--- src/rtl/ram_banked_stream_if.sv ---
// ram_banked_stream_if: request, read-result and status bundle for ram_banked_stream
interface ram_banked_stream_if #(
   parameter int DATA_W = 8,
   parameter int ADDR_W = 4
);
   logic              req_valid;
   logic              req_ready;
   logic              req_we;
   logic              req_incr;
   logic [ADDR_W-1:0] req_addr;
   logic [DATA_W-1:0] req_wdata;
   logic              ptr_load;
   logic              rd_valid;
   logic [DATA_W-1:0] rd_data;
   logic [ADDR_W-1:0] ptr;
   logic              busy;
   modport master (
      output req_valid, req_we, req_incr, req_addr, req_wdata, ptr_load,
      input  req_ready, rd_valid, rd_data, ptr, busy
   );
   modport slave (
      input  req_valid, req_we, req_incr, req_addr, req_wdata, ptr_load,
      output req_ready, rd_valid, rd_data, ptr, busy
   );
endinterface

--- src/rtl/ram_banked_stream.sv ---
// ram_banked_stream: banked RAM behind one valid/ready port with streaming pointer and post-reset clear
module ram_banked_stream #(
   parameter int DATA_W         = 8,
   parameter int BANK_ADDR_W    = 3,
   parameter int BANK_SEL_W     = 1,
   parameter int CLEAR_ON_RESET = 1
) (
   input logic clk,
   input logic rst,
   ram_banked_stream_if.slave bus
);
   localparam int ADDR_W    = BANK_SEL_W + BANK_ADDR_W;
   localparam int NUM_BANKS = 1 << BANK_SEL_W;
   localparam int DEPTH     = 1 << BANK_ADDR_W;
   typedef enum logic {CLEAR, READY} state_t;
   state_t                 state_q;
   logic                   busy_q;
   logic                   ready_q;
   logic [BANK_ADDR_W-1:0] clr_idx_q;
   logic [DATA_W-1:0]      mem [NUM_BANKS][DEPTH];
   logic                   acc;
   logic [ADDR_W-1:0]      ea;
   logic [BANK_SEL_W-1:0]  ea_bank;
   logic [BANK_ADDR_W-1:0] ea_word;
   logic [NUM_BANKS-1:0]   bank_en;
   logic [ADDR_W-1:0]      ptr_q, ptr_d;
   logic                   rd_valid_q, rd_valid_d;
   logic [DATA_W-1:0]      rd_data_q, rd_data_d;
   // Decode the request: effective address, one-hot bank enable, next pointer and read result
   always_comb begin
      acc        = bus.req_valid & ready_q;
      ea         = bus.req_incr ? ptr_q : bus.req_addr;
      ea_bank    = ea[ADDR_W-1:BANK_ADDR_W];
      ea_word    = ea[BANK_ADDR_W-1:0];
      bank_en    = '0;
      rd_valid_d = acc & ~bus.req_we;
      rd_data_d  = rd_data_q;
      for (int b = 0; b < NUM_BANKS; b++) begin
         bank_en[b] = acc && (ea_bank == BANK_SEL_W'(b));
         if (bank_en[b] && !bus.req_we) rd_data_d = mem[b][ea_word];
      end
      // A load wins over the increment; the request itself still used the old pointer
      ptr_d = (ready_q & bus.ptr_load) ? bus.req_addr
            : (acc & bus.req_incr)     ? ptr_q + ADDR_W'(1)
            :                            ptr_q;
   end
   // Storage: clear engine zeroes one word per bank per cycle, otherwise only the enabled bank writes
   always_ff @(posedge clk) begin
      for (int b = 0; b < NUM_BANKS; b++) begin
         if (state_q == CLEAR) mem[b][clr_idx_q] <= '0;
         else if (bank_en[b] && bus.req_we) mem[b][ea_word] <= bus.req_wdata;
      end
   end
   // Control FSM: sweep clr_idx through every word, then sit in READY until reset
   always_ff @(posedge clk or posedge rst) begin
      if (rst) begin
         state_q   <= (CLEAR_ON_RESET != 0) ? CLEAR : READY;
         busy_q    <= (CLEAR_ON_RESET != 0);
         ready_q   <= 1'b0;
         clr_idx_q <= '0;
      end else if (state_q == CLEAR) begin
         clr_idx_q <= clr_idx_q + BANK_ADDR_W'(1);
         if (clr_idx_q == '1) begin
            state_q <= READY;
            busy_q  <= 1'b0;
            ready_q <= 1'b1;
         end
      end else begin
         busy_q  <= 1'b0;
         ready_q <= 1'b1;
      end
   end
   // Datapath registers: pointer and registered read port
   always_ff @(posedge clk or posedge rst) begin
      if (rst) begin
         ptr_q      <= '0;
         rd_valid_q <= 1'b0;
         rd_data_q  <= '0;
      end else begin
         ptr_q      <= ptr_d;
         rd_valid_q <= rd_valid_d;
         rd_data_q  <= rd_data_d;
      end
   end
   assign bus.req_ready = ready_q;
   assign bus.busy      = busy_q;
   assign bus.ptr       = ptr_q;
   assign bus.rd_valid  = rd_valid_q;
   assign bus.rd_data   = rd_data_q;
endmodule

--- src/flat_wrapper.sv ---
// flat-port wrapper written by rule: the top's interface ports become plain ports
module ram_banked_stream_flat 
#(
   parameter int DATA_W         = 8,
   parameter int BANK_ADDR_W    = 3,
   parameter int BANK_SEL_W     = 1,
   parameter int CLEAR_ON_RESET = 1
)
  (clk, rst, bus_req_valid, bus_req_we, bus_req_incr, bus_req_addr, bus_req_wdata, bus_ptr_load, bus_req_ready, bus_rd_valid, bus_rd_data, bus_ptr, bus_busy);
  ram_banked_stream_if #(.DATA_W(DATA_W), .ADDR_W(4)) bus_i ();
  input logic clk;
  input logic rst;
  input wire logic [$bits(bus_i.req_valid)-1:0] bus_req_valid;
  input wire logic [$bits(bus_i.req_we)-1:0] bus_req_we;
  input wire logic [$bits(bus_i.req_incr)-1:0] bus_req_incr;
  input wire logic [$bits(bus_i.req_addr)-1:0] bus_req_addr;
  input wire logic [$bits(bus_i.req_wdata)-1:0] bus_req_wdata;
  input wire logic [$bits(bus_i.ptr_load)-1:0] bus_ptr_load;
  output wire logic [$bits(bus_i.req_ready)-1:0] bus_req_ready;
  output wire logic [$bits(bus_i.rd_valid)-1:0] bus_rd_valid;
  output wire logic [$bits(bus_i.rd_data)-1:0] bus_rd_data;
  output wire logic [$bits(bus_i.ptr)-1:0] bus_ptr;
  output wire logic [$bits(bus_i.busy)-1:0] bus_busy;
  assign bus_i.req_valid = bus_req_valid;
  assign bus_i.req_we = bus_req_we;
  assign bus_i.req_incr = bus_req_incr;
  assign bus_i.req_addr = bus_req_addr;
  assign bus_i.req_wdata = bus_req_wdata;
  assign bus_i.ptr_load = bus_ptr_load;
  assign bus_req_ready = bus_i.req_ready;
  assign bus_rd_valid = bus_i.rd_valid;
  assign bus_rd_data = bus_i.rd_data;
  assign bus_ptr = bus_i.ptr;
  assign bus_busy = bus_i.busy;
  ram_banked_stream #(.DATA_W(DATA_W), .BANK_ADDR_W(BANK_ADDR_W), .BANK_SEL_W(BANK_SEL_W), .CLEAR_ON_RESET(CLEAR_ON_RESET)) u_core (.clk(clk), .rst(rst), .bus(bus_i));
endmodule
--- config.mk ---
export PLATFORM = sky130hd
export DESIGN_NAME = ram_banked_stream_flat
export DESIGN_NICKNAME = d
export VERILOG_FILES = /design/src/rtl/ram_banked_stream_if.sv /design/src/rtl/ram_banked_stream.sv /design/src/flat_wrapper.sv
export SDC_FILE = /design/constraint.sdc
export NUM_CORES = 1
export LEC_CHECK = 0
export CAP_MARGIN = 0
export CORE_MARGIN = 2
export CORE_UTILIZATION = 35
export CTS_BUF_LIST = sky130_fd_sc_hd__clkbuf_8
export CTS_CLUSTER_SIZE = 16
export DETAILED_ROUTE_END_ITERATION = 12
export HOLD_SLACK_MARGIN = 0.02
export PLACE_DENSITY_LB_ADDON = 0.3
export SYNTH_ARGS = -nofsm -noshare
export SYNTH_HDL_FRONTEND = slang
export SYNTH_SLANG_ARGS = --single-unit
--- constraint.sdc ---
create_clock -name clk -period 3.8 [get_ports clk]
set_input_delay 0.57 -clock clk [delete_from_list [all_inputs] [get_ports clk]]
set_output_delay 0.57 -clock clk [all_outputs]
set_load 0.01 [all_outputs]
== Word level (Yosys, flattened, before mapping) ==
Memory sizes are Yosys's and may differ from the RTL's.
Cells that the tools add are included.
Cells by class
  reductions and logical operators: 12
  bitwise logic cells: 136
  muxes and demuxes: 156
  magnitude comparators: 4
  equality and inequality tests: 1
  add/subtract/negate cells: 2
Operator list (number)
  64-bit 2-to-1 mux: 3
  1-bit 2-to-1 mux: 138
  1-bit OR: 128
  8-bit 2-to-1 mux: 8
  8-bit binary-select mux with 3-bit select: 2
  8-bit demux with 3-bit select: 2
  4-bit 2-to-1 mux: 3
  4-bit greater-or-equal comparator, second input constant: 2
  1-bit logical AND: 8
  4-bit by 1-bit < comparator with 1-bit output, second input constant: 2
  3-bit NOT with 4-bit output: 2
  2-bit nonzero test: 3
  4-bit by 1-bit adder with 4-bit output, second input constant: 1
  1-bit AND: 4
  3-bit by 1-bit adder with 3-bit output, second input constant: 1
  3-bit equality test, second input constant: 1
  1-bit NOT: 2
  1-bit logical NOT: 1
Word-level totals
  flip-flop bits (word level): 19
  output and inout bits: 15
  logic and storage cells: 319
  memory bits (writable): 128
  memories: 1
  input port bits: 18
Memory list
  u_core.mem: depth 2, width 64, rd ports 2, clocked after memory_dff 0, wr ports 2, line ram_banked_stream.sv:20  | logic [DATA_W-1:0] mem [NUM_BANKS][DEPTH];

== Depth between registers and ports, before layout ==
  depth after elaboration: 8
  mapped depth: 9
  gate-level depth less buffers: 5

== Worst setup path after synthesis ==
No wires, ideal clock.
  path kind: input to register
  start point: input port bus_req_incr
  end point: memory u_core.mem[0][32] (netlist bit), enable pin
  setup time: 387 ps
  buffers on the path: 1
  required time: 3413 ps
  slack: 1273 ps
  arrival time: 2140 ps
  stages: 4
  cells stage by stage: buf_6 > mux2i_1 > nand2_1 > o31ai_1
RTL lines
  start: declaration: line flat_wrapper.sv:15  | input wire logic [$bits(bus_i.req_incr)-1:0] bus_req_incr;
  end: declaration: line ram_banked_stream.sv:20

== Final worst setup path ==
  start point: input port bus_req_incr
  end point: register u_core.rd_data_q[2] (netlist: u_core.bus.rd_data[2])
Between the ends
  word-level cells in the longest chain between the ends: 7
  elaborated cells between the ends (all ways): 16
  classes of those cells: mux: 9; bitwise: 2; reduce/logical: 5
Ends and longest elaborated chain
  4-bit 2-to-1 mux (*): line ram_banked_stream.sv:32  | ea = bus.req_incr ? ptr_q : bus.req_addr;
  3-bit NOT with 4-bit output (implied by the code): line ram_banked_stream.sv:40  | if (bank_en[b] && !bus.req_we) rd_data_d = mem[b][ea_word];
  8-bit binary-select mux with 3-bit select: line ram_banked_stream.sv:40
  8-bit 2-to-1 mux (implied by the code) (2 in series): line ram_banked_stream.sv:40
  8-bit 2-to-1 mux (2 in series): line ram_banked_stream.sv:40
  end signal: assignment: line ram_banked_stream.sv:82  | rd_data_q <= rd_data_d;
  end: declaration: line ram_banked_stream.sv:28  | logic [DATA_W-1:0] rd_data_q, rd_data_d;
Every way passes the cells marked *; elsewhere a longest branch is shown, timed or not. The select of a mux whose other input is x is not followed.
A chain may end at the register's enable or synchronous reset.

==> metrics.log <==
[metrics] latest clock arrival within the worst-skew pair: 0.47 ns
[metrics] Site Rows: 52
[metrics] Pwr per Cell Area: 414 nW/um^2
[metrics] worst path arrival time: 3.19 ns
[metrics] first-pass iteration count of the detailed router: 5
[metrics] GP Congestion: 0.895
[metrics] fraction of synthesis flops using an asynchronous set or reset pin: 12.9%
[metrics] end point of the most critical hold path: u_core.bus.busy
[metrics] required time of the worst setup path: 4.12 ns
[metrics] post-synthesis compound-gate area fraction: 6.36%
[metrics] time the final worst path needs with I/O delays and setup: 2.87 ns
[metrics] largest clock skew in the final design: 0.0120 ns
[metrics] post-DR vias/cell: 5.35
[metrics] Peak VDD IR: 0.177 mV
[metrics] hold_buf cts: 0
[metrics] critical path class: primary input to flop
[metrics] Leak: 3.01 nW
[metrics] num ports: 33
[metrics] cell accounting for the most synthesized area: edfxtp_1
[metrics] Starting Density: 35.5%
[metrics] power share of the sequential group: 52.8%
[metrics] Max Clk Rate: 349 MHz
[metrics] switching portion of total power: 26.2%
[metrics] FILL cells: 1845
[metrics] Area Growth Syn to Fin: 15.3%
[metrics] initial antenna violation count: 0
[metrics] cell-internal power: 2.52 mW
[metrics] share of synthesized area spent on multiplexers: 8.60%
[metrics] M3 GR Usage: 2.80%
[metrics] total of warnings raised by yosys: 0
[metrics] number of setup violations in the final report: 0
[metrics] startpoint of the worst-slack reg-to-reg timing path: u_core.bus.ptr[2]
[metrics] predominant post-synthesis flop cell: edfxtp_1
[metrics] detailed-route wire length: 19400 um
[metrics] final max-slew violation count: 0
[metrics] CTS tree: yes
[metrics] remaining antenna violation count after routing: 0
[metrics] Overall Global Routing Usage: 18.4%
[metrics] met1 capacity usage during global routing: 24.7%
[metrics] XOR/XNOR Fraction of Synth Area: 0.245%
[metrics] clock buffers created by TritonCTS: 17
[metrics] CTS H-tree depth: 4
[metrics] final worst path period share: 75.5%
[metrics] Chip Height: 147 um
[metrics] net count after synthesis: 581
[metrics] launching element type of the critical path: primary input
[metrics] post-layout net count: 629
[metrics] post-synthesis share of cell area spent on full adders, half adders and majority gates: 0.525%
[metrics] setup_tns: 0 ns
[metrics] total of flip-flops plus latches after synthesis: 147
[metrics] DIE WIDTH: 147 um
[metrics] post-synthesis share of cell area spent on and, or, nand and nor gates: 21.1%
[metrics] Switching Power: 896 uW
[metrics] mean instance size in the synthesized netlist: 12.8 sq um
[metrics] unrepaired setup endpoints after global routing: false
[metrics] Core Region: 20100 sq um
[metrics] post-DR wirelength/cell: 21.7 um
[metrics] Yosys top cell area share: 53.8%
[metrics] largest buffer count on any clock path: 2
[metrics] CP Max Fanout: 20
[metrics] Gate power share: 12.7%
[metrics] dominant cells by area after synthesis: edfxtp_1 (54%), and2_1 (11%), dfrtp_1 (6.3%), mux2i_1 (5.0%), nand2_1 (2.5%)
[metrics] Final HPWL DP: 13500 um
[metrics] cell chosen for the clock root: clkbuf_8
[metrics] DRC violation count after routing: 0
[metrics] final cell count without fillers: 892
[metrics] overall via count from detail_route: 4776
[metrics] number of post-CTS setup repair buffers: 0
[metrics] Worst Tran Pin Value: 0.894 ns
[metrics] number of maximum-capacitance constraint violations: 0
[metrics] top cells by instance count after synthesis: and2_1 (129), edfxtp_1 (128), nand2_1 (48)
[metrics] drt first-iter violations: 435
[metrics] Worst Reg-to-Reg Cells: 5
[metrics] number of unique standard cell types used by synthesis: 60
[metrics] CTS sink cnt: 147
[metrics] Reg2Reg Setup Slack: 1.42 ns
[metrics] vias in the first global route: 4726
[metrics] number of buffer cells added on primary ports: 32
[metrics] clock transition at the registers of the reported paths: 0.08 ns
[metrics] Min-Delay Startpoint: u_core.bus.busy
[metrics] layout cell share with drive strength beyond 1: 14.7%
[metrics] wire length of the first global-routing pass: 29300 um
[metrics] Worst Hold Path Cells: 2
[metrics] full die area: 21600 sq um
[metrics] PostCTS Resize Cnt: 0
[metrics] normalized max-slew margin: 40.2%
[metrics] fraction of met2 tracks used by global routing: 30.3%
[metrics] netlist area before placement: 7150 sq um
[metrics] proportion of synthesized chip area in sequential cells: 60.5%
[metrics] cell with the most instances after synthesis: and2_1
[metrics] total instance count after detailed placement: 859
[metrics] pin count of the biggest net entering global routing: 27
[metrics] Post-synth EDFFs: 128
[metrics] hold violation count in the final report: 0
[metrics] overall overflow remaining after global route: 0
[metrics] category of the worst setup path capture point: flop
[metrics] kind of path behind the tightest hold check: flop to flop
[metrics] outcome: completed
[metrics] share of total power in the clock network: 34.5%
[metrics] number of instances in the synthesized netlist: 560
[metrics] busiest metal layer after global routing: met2
[metrics] destination of the worst register-to-register timing path: u_core.bus.rd_data[2]
[metrics] combinational family with the most area after synthesis: simple AND/OR/NAND/NOR gates
[critical path, cell delays in order]
cell             delay (ns)
clkdlybuf4s50_1        0.86
mux2_2                 0.53
buf_12                 0.21
nand2_2                0.24
o21ai_1                0.11
a2111oi_0              0.57
a311oi_1               0.09
[registers in the layout, summed over array words and instances, names as in the netlist]
signal / count
u_core.bus.rd_data: 8
u_core.bus.req_ready: 1
u_core.bus.busy: 1
u_core.clr_idx_q: 3
u_core.bus.rd_valid: 1
u_core.bus.ptr: 4
u_core.state_q: 1
u_core.mem: 128
[cell type report]
type / count / area, sq um / share of cell area [%]
timing repair buffer: 58 / 541 / 6.56
tap: 270 / 338 / 4.10
clock inverter: 15 / 144 / 1.75
multi-input combinational: 377 / 2640 / 32.0
sequential: 147 / 4320 / 52.4
antenna: 1 / 2.50 / 0.0304
clock buffer: 17 / 234 / 2.84
inverter: 7 / 26.3 / 0.319
[placed cells by master (no fill, tap or decap), drive strengths merged, types with 2 or more instances in the layout]
cell type | netlist | final
ha | 3 | 3
clkinvlp | 0 | 6
o31ai | 2 | 2
nand2b | 11 | 11
buf | 14 | 26
o21ai | 10 | 10
o221ai | 4 | 4
a221oi | 2 | 2
nor3 | 21 | 21
a32o | 2 | 2
clkbuf | 15 | 17
mux4 | 6 | 6
a221o | 5 | 5
nor3b | 2 | 2
o2bb2ai | 3 | 3
o211ai | 2 | 2
nor2b | 4 | 4
a211oi | 5 | 5
dfrtp | 18 | 18
a311oi | 2 | 2
nand2 | 50 | 50
and4 | 2 | 2
mux2i | 38 | 38
edfxtp | 128 | 128
a32oi | 5 | 5
clkinv | 1 | 5
nand3 | 19 | 19
clkdlybuf4s50 | 0 | 32
a21oi | 9 | 9
and2 | 130 | 130
nor2 | 16 | 16
a31o | 2 | 2
bufinv | 0 | 2
mux2 | 7 | 7
inv | 6 | 9
[how the worst max path moves through the flow]
stage,slack (ns),cells past startpoint,from,to
floorplan,1.27,4,bus_req_incr,u_core.mem[0][32]
global placement,0.53,6,bus_req_incr,u_core.mem[0][46]
detailed placement,0.46,7,bus_req_incr,u_core.bus.rd_data[2]
CTS,0.94,7,bus_req_incr,u_core.bus.rd_data[2]
global route,0.80,5,bus_req_incr,u_core.mem[1][12]
finish,0.93,7,bus_req_incr,u_core.bus.rd_data[2]
[routing by layer]
layer / vias up / wire, um
met5: - / 0
met4: 0 / 488
met3: 33 / 1020
met2: 188 / 9310
met1: 2406 / 8570
li1: 2149 / -
[stage by stage]
step | utilization [%] | worst slack [ns] | power (mW) | hold WS [ns] | area, sq um
global placement | 39.1 | 0.528 | 2.27 | 0.428 | 7860
CTS | 41.0 | 0.943 | 3.43 | 0.446 | 8240
finish | 41.0 | 0.932 | 3.41 | 0.443 | 8240
detailed placement | 39.1 | 0.456 | 2.27 | 0.434 | 7860
global route | 41.0 | 0.804 | 3.53 | 0.465 | 8240
floorplan | - | 1.27 | 2.08 | 0.449 | 7150
[power groups by stage]
stage,clock [mW],combinational [mW],sequential (mW)
floorplan,0,0.247,1.83
global placement,0,0.430,1.84
detailed placement,0,0.432,1.84
CTS,1.19,0.433,1.80
global route,1.26,0.462,1.80
finish,1.18,0.434,1.80
[kinds of logic after synthesis]
group	after synthesis
flip-flops	147
multiplexers	51
buffers and inverters	36
AO/OA/AOI/OAI	60
AND/OR/NAND/NOR	261
adder cells (fa/ha/maj)	3
XOR/XNOR	2
(Power assumes the default switching activity.)
